## src/rtl/microcode_sequencer.sv

```systemverilog
// Microstep sequencer: presents {opcode, step} to the microcode ROM, strobes the returned
// control word for one cycle per microstep and handles halt. Option: MICROCODE_EARLY_END_EN.
module microcode_sequencer #(
  parameter int unsigned NUM_STEPS = 8
) (
  input  logic        clk,
  input  logic        reset,
  input  logic        run,
  input  logic [7:0]  instruction,
  output logic [7:0]  rom_addr,
  input  logic [15:0] rom_data,
  output logic [15:0] ctrl,
  output logic        ctrl_valid,
  output logic [3:0]  step,
  output logic        halted
);

  typedef enum logic [1:0] {
    ST_ISSUE = 2'd0,
    ST_EXEC  = 2'd1,
    ST_HALT  = 2'd2
  } state_e;

  localparam logic [3:0] LAST_STEP = 4'(NUM_STEPS - 1);
  localparam logic [15:0] HLT_BIT = 16'h8000;

  state_e     state_q, state_d;
  logic [3:0] step_q, step_d;
  logic       strobe;
  logic       early_end;

`ifdef MICROCODE_EARLY_END_EN
  // An all-zero word past the fetch steps marks the end of the instruction.
  assign early_end = (rom_data == 16'h0000) && (step_q >= 4'd2);
`else
  assign early_end = 1'b0;
`endif

  // NOTE: state registers use non-blocking assignments so every flop samples
  // pre-edge values regardless of process ordering.
  always_ff @(posedge clk) begin
    if (reset) begin
      state_q <= ST_ISSUE;
      step_q  <= 4'd0;
    end else begin
      state_q <= state_d;
      step_q  <= step_d;
    end
  end

  // NOTE: every combinational output gets a default first so no path leaves
  // it unassigned, which would otherwise infer a latch.
  always_comb begin
    state_d = state_q;
    step_d  = step_q;
    strobe  = 1'b0;
    case (state_q)
      ST_ISSUE: begin
        if (run) state_d = ST_EXEC;
      end
      ST_EXEC: begin
        // EXEC is always a single cycle; run is not consulted here.
        if ((rom_data & HLT_BIT) != 16'h0000) begin
          strobe  = 1'b1;
          state_d = ST_HALT;
        end else if (early_end) begin
          state_d = ST_ISSUE;
          step_d  = 4'd0;
        end else begin
          strobe  = 1'b1;
          state_d = ST_ISSUE;
          step_d  = (step_q == LAST_STEP) ? 4'd0 : step_q + 4'd1;
        end
      end
      ST_HALT: begin
        state_d = ST_HALT;
      end
      default: begin
        state_d = ST_ISSUE;
      end
    endcase
  end

  assign rom_addr   = {instruction[7:4], step_q};
  assign ctrl_valid = strobe;
  assign ctrl       = strobe ? rom_data : 16'h0000;
  assign step       = step_q;
  assign halted     = (state_q == ST_HALT);

endmodule

```

## config.mk

```make
export PLATFORM = sky130hd
export DESIGN_NAME = microcode_sequencer
export DESIGN_NICKNAME = d
export VERILOG_FILES = /design/src/rtl/microcode_sequencer.sv
export SDC_FILE = /design/constraint.sdc
export NUM_CORES = 1
export LEC_CHECK = 0
export BUFFER_PORTS_ARGS = -buffer_cell sky130_fd_sc_hd__buf_2
export CORE_MARGIN = 5
export CORE_UTILIZATION = 30
export DETAILED_ROUTE_END_ITERATION = 10
export MAX_ROUTING_LAYER = met4
export PLACE_DENSITY = 0.77
export REMOVE_ABC_BUFFERS = 1
export SLEW_MARGIN = 0
export SYNTH_ARGS = -nofsm -noshare
export SYNTH_HDL_FRONTEND = slang
export SYNTH_SLANG_ARGS = --single-unit
export TNS_END_PERCENT = 5
```

## constraint.sdc

```tcl
create_clock -name clk -period 1.5 [get_ports clk]
set_input_delay 0.225 -clock clk [delete_from_list [all_inputs] [get_ports clk]]
set_output_delay 0.225 -clock clk [all_outputs]
set_load 0.005 [all_outputs]
```

==> qor_table.md, run 1 <==
| Item | Reported |
|---|---|
| Result of the run | completed |
| Basic-gate share of the synthesized area counting and, or, nand and nor cells | 45.1% |
| Biggest area contributors in the synthesized netlist | dfxtp_1 27%, and2_1 23%, buf_4 15% |
| Synthesized-area fraction occupied by xor and xnor cells | 3.94% |
| Unrepaired setup endpoints after global routing | no |
| Cells after DPL | 101 |
| Post-Synthesis Cells | 50 |
| Post-route DRC | 0 |
| Synthesis-to-layout area growth | 46.8% |
| Via-per-instance ratio | 4.55 |
| Area share of the largest cell type after synthesis | 27.0% |
| PD cells | 632 nW/um2 |
| Initial cell density of the core | 32.9% |
| TritonCTS Buffers | 3 |
| Critical Setup Path Class | reg -> out |
| CTS H-tree depth | 1 |
| Crit path required time | 1270 ps |
| Count of synthesis-stage warnings from yosys | 0 |
| Share of synthesized cell area in full adder, half adder and majority cells | 2.82% |
| Commonest cells in the synthesized netlist | 16 x and2_1, 9 x buf_4, 6 x dfxtp_1, 3 x nor2_1 |
| Worst Path Max Fanout | 18 |
| Post-CTS setup-driven buffer insertion count | 0 |
| Post-detail-place hpwl | 929 um |
| Total wirelength of the detailed-routed design | 1.14 mm |
| Clock latency reported for the late side of the worst-skew pair | 240 ps |
| Dominant combinational cell family by area after synthesis | simple AND/OR/NAND/NOR gates |
| Final setup violation count | 0 |
| CTS sink cnt | 6 |
| Final worst path period need | 1400 ps |
| Relative slew margins | 83.5% |
| Post-CTS Hold Fix Bufs | 0 |
| Number of different library cells in the post-synthesis netlist | 18 |
| 1st-pass router iterations | 4 |
| DRC violation total after the first TritonRoute iteration | 2 |
| R2R Setup Slk | 280 ps |
| Buffer depth of the longest clock path | 2 |
| Register bit total from synthesis | 6 |
| Post-Layout Inst Area | 652 um2 |
| Number of failing hold endpoints at the final stage | 0 |
| Clock Pin Slew Worst Setup and Hold Paths | 50 ps |
| Pin count of the biggest net entering global routing | 19 |
| Total power draw | 0.000412 W |
| Syn avg cell area | 8.88 um2 |
| Proportion of register bits with asynchronous set or reset after synthesis | 0% |
| Antenna violation net count after detailed routing | 0 |
| Area of the die | 2350 um2 |
| Total via count after detailed routing | 473 |
| Crit start category | register |
| Net count of the finished layout | 119 |
| Root Buffer | clkbuf_4 |
| Worst Hold Class | in -> reg |
| Mux share of post-synthesis cell area | 4.79% |
| Clock skew after layout | 2.70 ps |
| Max-capacitance violation count | 0 |
| Achievable clock frequency | 714 MHz |
| Leftover overflow at the end of global routing | 0 |
| Share of cells above drive strength 1 | 58.4% |
| Routability cong. | 0.647 |
| Width of the die | 48.5 um |
| Placeable core area | 1350 um2 |
| Setup TNS | 0 ps |
| Final slew viol count | 0 |
| GRT Resource Usage Total | 9.33% |
| Wire length of the first global-routing pass | 1.71 mm |
| Number of antenna violations at the first check in global routing | 0 |
| Number of I/O port buffers | 44 |
| Number of global-route vias before repair | 422 |
| Cell Rows | 13 |
| Cell with the most instances after synthesis | and2_1 |
| Area fraction in compound gates after synthesis | 1.13% |
| Fill cell instance count of the final layout | 143 |
| Cell type contributing the most total cell area after synthesis | dfxtp_1 |
| Synthesized cell area | 444 um2 |
| Peak supply drop | 394 uV |
| Setup crit end kind | output pin |
| TritonCTS clock tree | yes |
| Share of the cycle needed by the critical path after routing | 93.4% |
| Leakage dissipation | 0.382 nW |
| Final routed wire length divided by cell count | 10.9 um |
| Number of synthesized flops with an enable pin | 0 |
| I/O pins | 57 |
| Post-route insts no fill | 104 |
| Antenna diode instance count | 0 |
| Arr. time, crit path | 1180 ps |
| Die H | 48.5 um |
| Transition time of the tightest slew-check pin | 244 ps |
| Proportion of synthesized chip area in sequential cells | 27.0% |
| Cell area after placement | 623 um2 |
| Most common flop cell mapped by yosys | dfxtp_1 |
## per-layer routing
layer	global-route usage [%]	vias to the layer above	wire [um]
li1	-	238	-
met1	9.19	204	443
met2	14.3	26	553
met3	4.28	5	110
met4	6.73	0	30
met5	-	-	0
## cell families after synthesis
logic type / after synthesis
AO/OA/AOI/OAI: 1
multiplexers: 2
XOR/XNOR: 2
flip-flops: 6
buffers and inverters: 9
adder cells (fa/ha/maj): 1
AND/OR/NAND/NOR: 29
## worst paths after layout
check / cells past startpoint / startpoint / to
worst max-delay path: 4 / state_q[0] / ctrl[8]
worst min register to register: 1 / state_q[0] / state_q[0]
worst min-delay path: 2 / reset / step[2]
worst max register to register: 3 / state_q[0] / step[3]
## per-stage QoR
stage | setup slack (ps) | hold WS (ps) | util [%]
detailed placement | 295 | 450 | 46.2
floorplan | 204 | 297 | -
global route | 4.54 | 241 | 48.3
CTS | 62.2 | 224 | 47.8
finish | 98.5 | 232 | 48.3
global placement | 310 | 450 | 46.2
## flip-flops by register name, indices dropped and copies added (netlist names)
name     cells
state_q      2
step         4
## critical path, cell delays in order, from the launching register on
cell and delay, ps:
dfxtp_1 370, nor2b_2 170, buf_6 150, and2_1 130, buf_2 100
## power by group
| part | internal, W | switching (W) |
|---|---|---|
| Combinational | 0.0000549 | 0.0000348 |
| Clock | 0.0000906 | 0.0000595 |
| Sequential | 0.000165 | 0.00000719 |
## layout make-up
class / count / area, um2 / share of cell area (%)
multi-input cells: 35 / 259 / 39.7
repair buffers: 45 / 231 / 35.5
flip-flops and latches: 6 / 120 / 18.4
clock buffers: 3 / 22.5 / 3.45
well taps: 15 / 18.8 / 2.88
## placed cells by master, fill, tap and decap left out, types with 2 or more instances in the layout
cell      instances
and2_1           16
buf_2            44
clkbuf_4          3
dfxtp_1           6
nor2_1            3
nor3_1            2
xnor2_1           2
## repair_timing
item	in CTS	in global routing
endpoints found under the setup margin	0	16
hold endpoints to repair	0	0
resized for setup	0	2
(Power assumes the default switching activity.)
==> run 2: changes to the inputs <==
--- a/config.mk
+++ b/config.mk
@@ -5,12 +5,12 @@
 export SDC_FILE = /design/constraint.sdc
 export NUM_CORES = 1
 export LEC_CHECK = 0
-export BUFFER_PORTS_ARGS = -buffer_cell sky130_fd_sc_hd__buf_2
+export BUFFER_PORTS_ARGS = -buffer_cell sky130_fd_sc_hd__clkbuf_2
 export CORE_MARGIN = 5
 export CORE_UTILIZATION = 30
 export DETAILED_ROUTE_END_ITERATION = 10
 export MAX_ROUTING_LAYER = met4
-export PLACE_DENSITY = 0.77
+export PLACE_DENSITY_LB_ADDON = 0.3
 export REMOVE_ABC_BUFFERS = 1
 export SLEW_MARGIN = 0
 export SYNTH_ARGS = -nofsm -noshare
==> qor_table.md, run 2 (synthesized netlist as in run 1, its figures left out) <==
| Item | Reported |
|---|---|
| Area of the die | 2350 um2 |
| Number of failing hold endpoints at the final stage | 0 |
| Width of the die | 48.5 um |
| Number of cells on the worst hold path | 2 |
| Critical Setup Path Class | reg -> out |
| FF-to-FF End | step[3] |
| Cell Rows | 13 |
| Hold endpoint | state_q[0] |
| CTS sink cnt | 6 |
| Leftover overflow at the end of global routing | 0 |
| Number of I/O port buffers | 44 |
| Result of the run | completed |
| Most frequent cells in the layout | 44 x clkbuf_2, 16 x and2_1, 5 x dfxtp_1, 3 x nor2_1, 3 x clkbuf_4 |
| Clock Pin Slew Worst Setup and Hold Paths | 40 ps |
| Max-capacitance violation count | 0 |
| Transition time of the tightest slew-check pin | 224 ps |
| Leakage dissipation | 0.365 nW |
| Final routed wire length divided by cell count | 11.3 um |
| DRC violation total after the first TritonRoute iteration | 1 |
| Share of the cycle needed by the critical path after routing | 91.7% |
| Final slew viol count | 0 |
| Clock skew after layout | 4.24 ps |
| Total wirelength of the detailed-routed design | 1.18 mm |
| TritonCTS clock tree | yes |
| CTS H-tree depth | 1 |
| Crit start category | register |
| Crit path required time | 1270 ps |
| Launch instance of the worst register-to-register path | state_q[1] |
| Root Buffer | clkbuf_4 |
| Share of cells above drive strength 1 | 58.4% |
| 1st-pass router iterations | 2 |
| PD cells | 632 nW/um2 |
| Worst Hold Class | in -> reg |
| Post-detail-place hpwl | 1.03 mm |
| Max reg flops | 4 |
| Setup TNS | 0 ps |
| Number of global-route vias before repair | 448 |
| Placeable core area | 1350 um2 |
| Worst Slack Setup Final | 124 ps |
| Launch instance of the worst min-delay path | run |
| Initial cell density of the core | 32.9% |
| Achievable clock frequency | 727 MHz |
| Worst Path Max Fanout | 18 |
| Synthesis-to-layout area growth | 46.5% |
| GRT Resource Usage Total | 10.4% |
| Routability cong. | 0.659 |
| Number of antenna violations at the first check in global routing | 0 |
| Post-route DRC | 0 |
| Arr. time, crit path | 1150 ps |
| Via-per-instance ratio | 4.47 |
| Antenna violation net count after detailed routing | 0 |
| Clock latency reported for the late side of the worst-skew pair | 240 ps |
| Buffer depth of the longest clock path | 2 |
| Final setup violation count | 0 |
| Antenna diode instance count | 0 |
| Wire length of the first global-routing pass | 1.95 mm |
| Total via count after detailed routing | 465 |
| Place WS | 292 ps |
| Reg2Reg Depth | 3 |
| Net count of the finished layout | 119 |
| Setup crit end kind | output pin |
| TritonCTS Buffers | 3 |
| Pin count of the biggest net entering global routing | 19 |
| Final worst path period need | 1380 ps |
| R2R Setup Slk | 300 ps |
| Relative slew margins | 84.8% |
| Die H | 48.5 um |
| Unrepaired setup endpoints after global routing | no |
| Most common library cell in the layout ignoring fill and taps | clkbuf_2 |
| I/O pins | 57 |
| Fill cell instance count of the final layout | 141 |
| Peak supply drop | 509 uV |
-- run 2: changes by cell type in the layout (fill, tap and decap cells not counted) --
cell,previous run,this run
nor2b_1,0,1
nor2b_2,1,0
dfxtp_1,6,5
dfxtp_2,0,1
clkbuf_2,0,44
buf_2,44,0
-- run 2: repair_timing --
| action | CTS | global route |
|---|---|---|
| setup endpoints to repair | 0 | 16 |
| buffers inserted | 0 | 0 |
| resized for setup | 0 | 2 |
| hold buffers | 0 | 0 |
-- run 2: layout make-up --
cell class | instances | area, um2 | share of cell area (%)
timing repair buffer | 45 | 231 | 35.6
clock buffer | 3 | 22.5 | 3.46
sequential | 6 | 121 | 18.7
tap | 15 | 18.8 | 2.88
multi-input combinational | 35 | 256 | 39.4
-- run 2: per-stage QoR --
step / instances / util (%) / hold WS, ps / total power [W] / instance area (um2)
floorplan: 41 / - / 297 / 0.000209 / 377
global placement: 101 / 46.2 / 450 / 0.000262 / 623
detailed placement: 101 / 46.2 / 450 / 0.000265 / 623
CTS: 104 / 47.8 / 235 / 0.000419 / 646
global route: 104 / 48.2 / 227 / 0.000441 / 651
finish: 104 / 48.2 / 232 / 0.000411 / 651
-- run 2: power by group --
group          total [W]  internal, W  switching [W]
combinational  0.0000900    0.0000546      0.0000355
sequential      0.000172     0.000165     0.00000669
clock           0.000149    0.0000906      0.0000588
total           0.000411     0.000310       0.000101
-- run 2: how the worst max path moves through the flow --
stage | cells past startpoint | startpoint | endpoint
6_report | 4 | state_q[1] | ctrl[1]
5_1_grt | 4 | state_q[0] | ctrl[1]
4_1_cts | 4 | state_q[0] | ctrl[13]
3_5_place_dp | 3 | state_q[0] | step[3]
3_3_place_gp | 3 | state_q[0] | step[3]
2_1_floorplan | 2 | state_q[0] | ctrl[0]
-- run 2: worst max-delay path, stage by stage (launching register included) --
cell	delay, ps
dfxtp_1	420
nor2b_1	80
buf_6	150
and2_1	150
clkbuf_2	110
-- run 2: metal layers --
| metal | part of all wire [%] | routed length, um | vias to the layer above | track usage (%) |
|---|---|---|---|---|
| met5 | 0 | 0 | - | - |
| met4 | 0 | 0 | 0 | 1.35 |
| met3 | 8.5 | 100 | 0 | 6.42 |
| met2 | 60 | 701 | 16 | 19.6 |
| met1 | 32 | 373 | 214 | 8.62 |
| li1 | - | - | 235 | - |
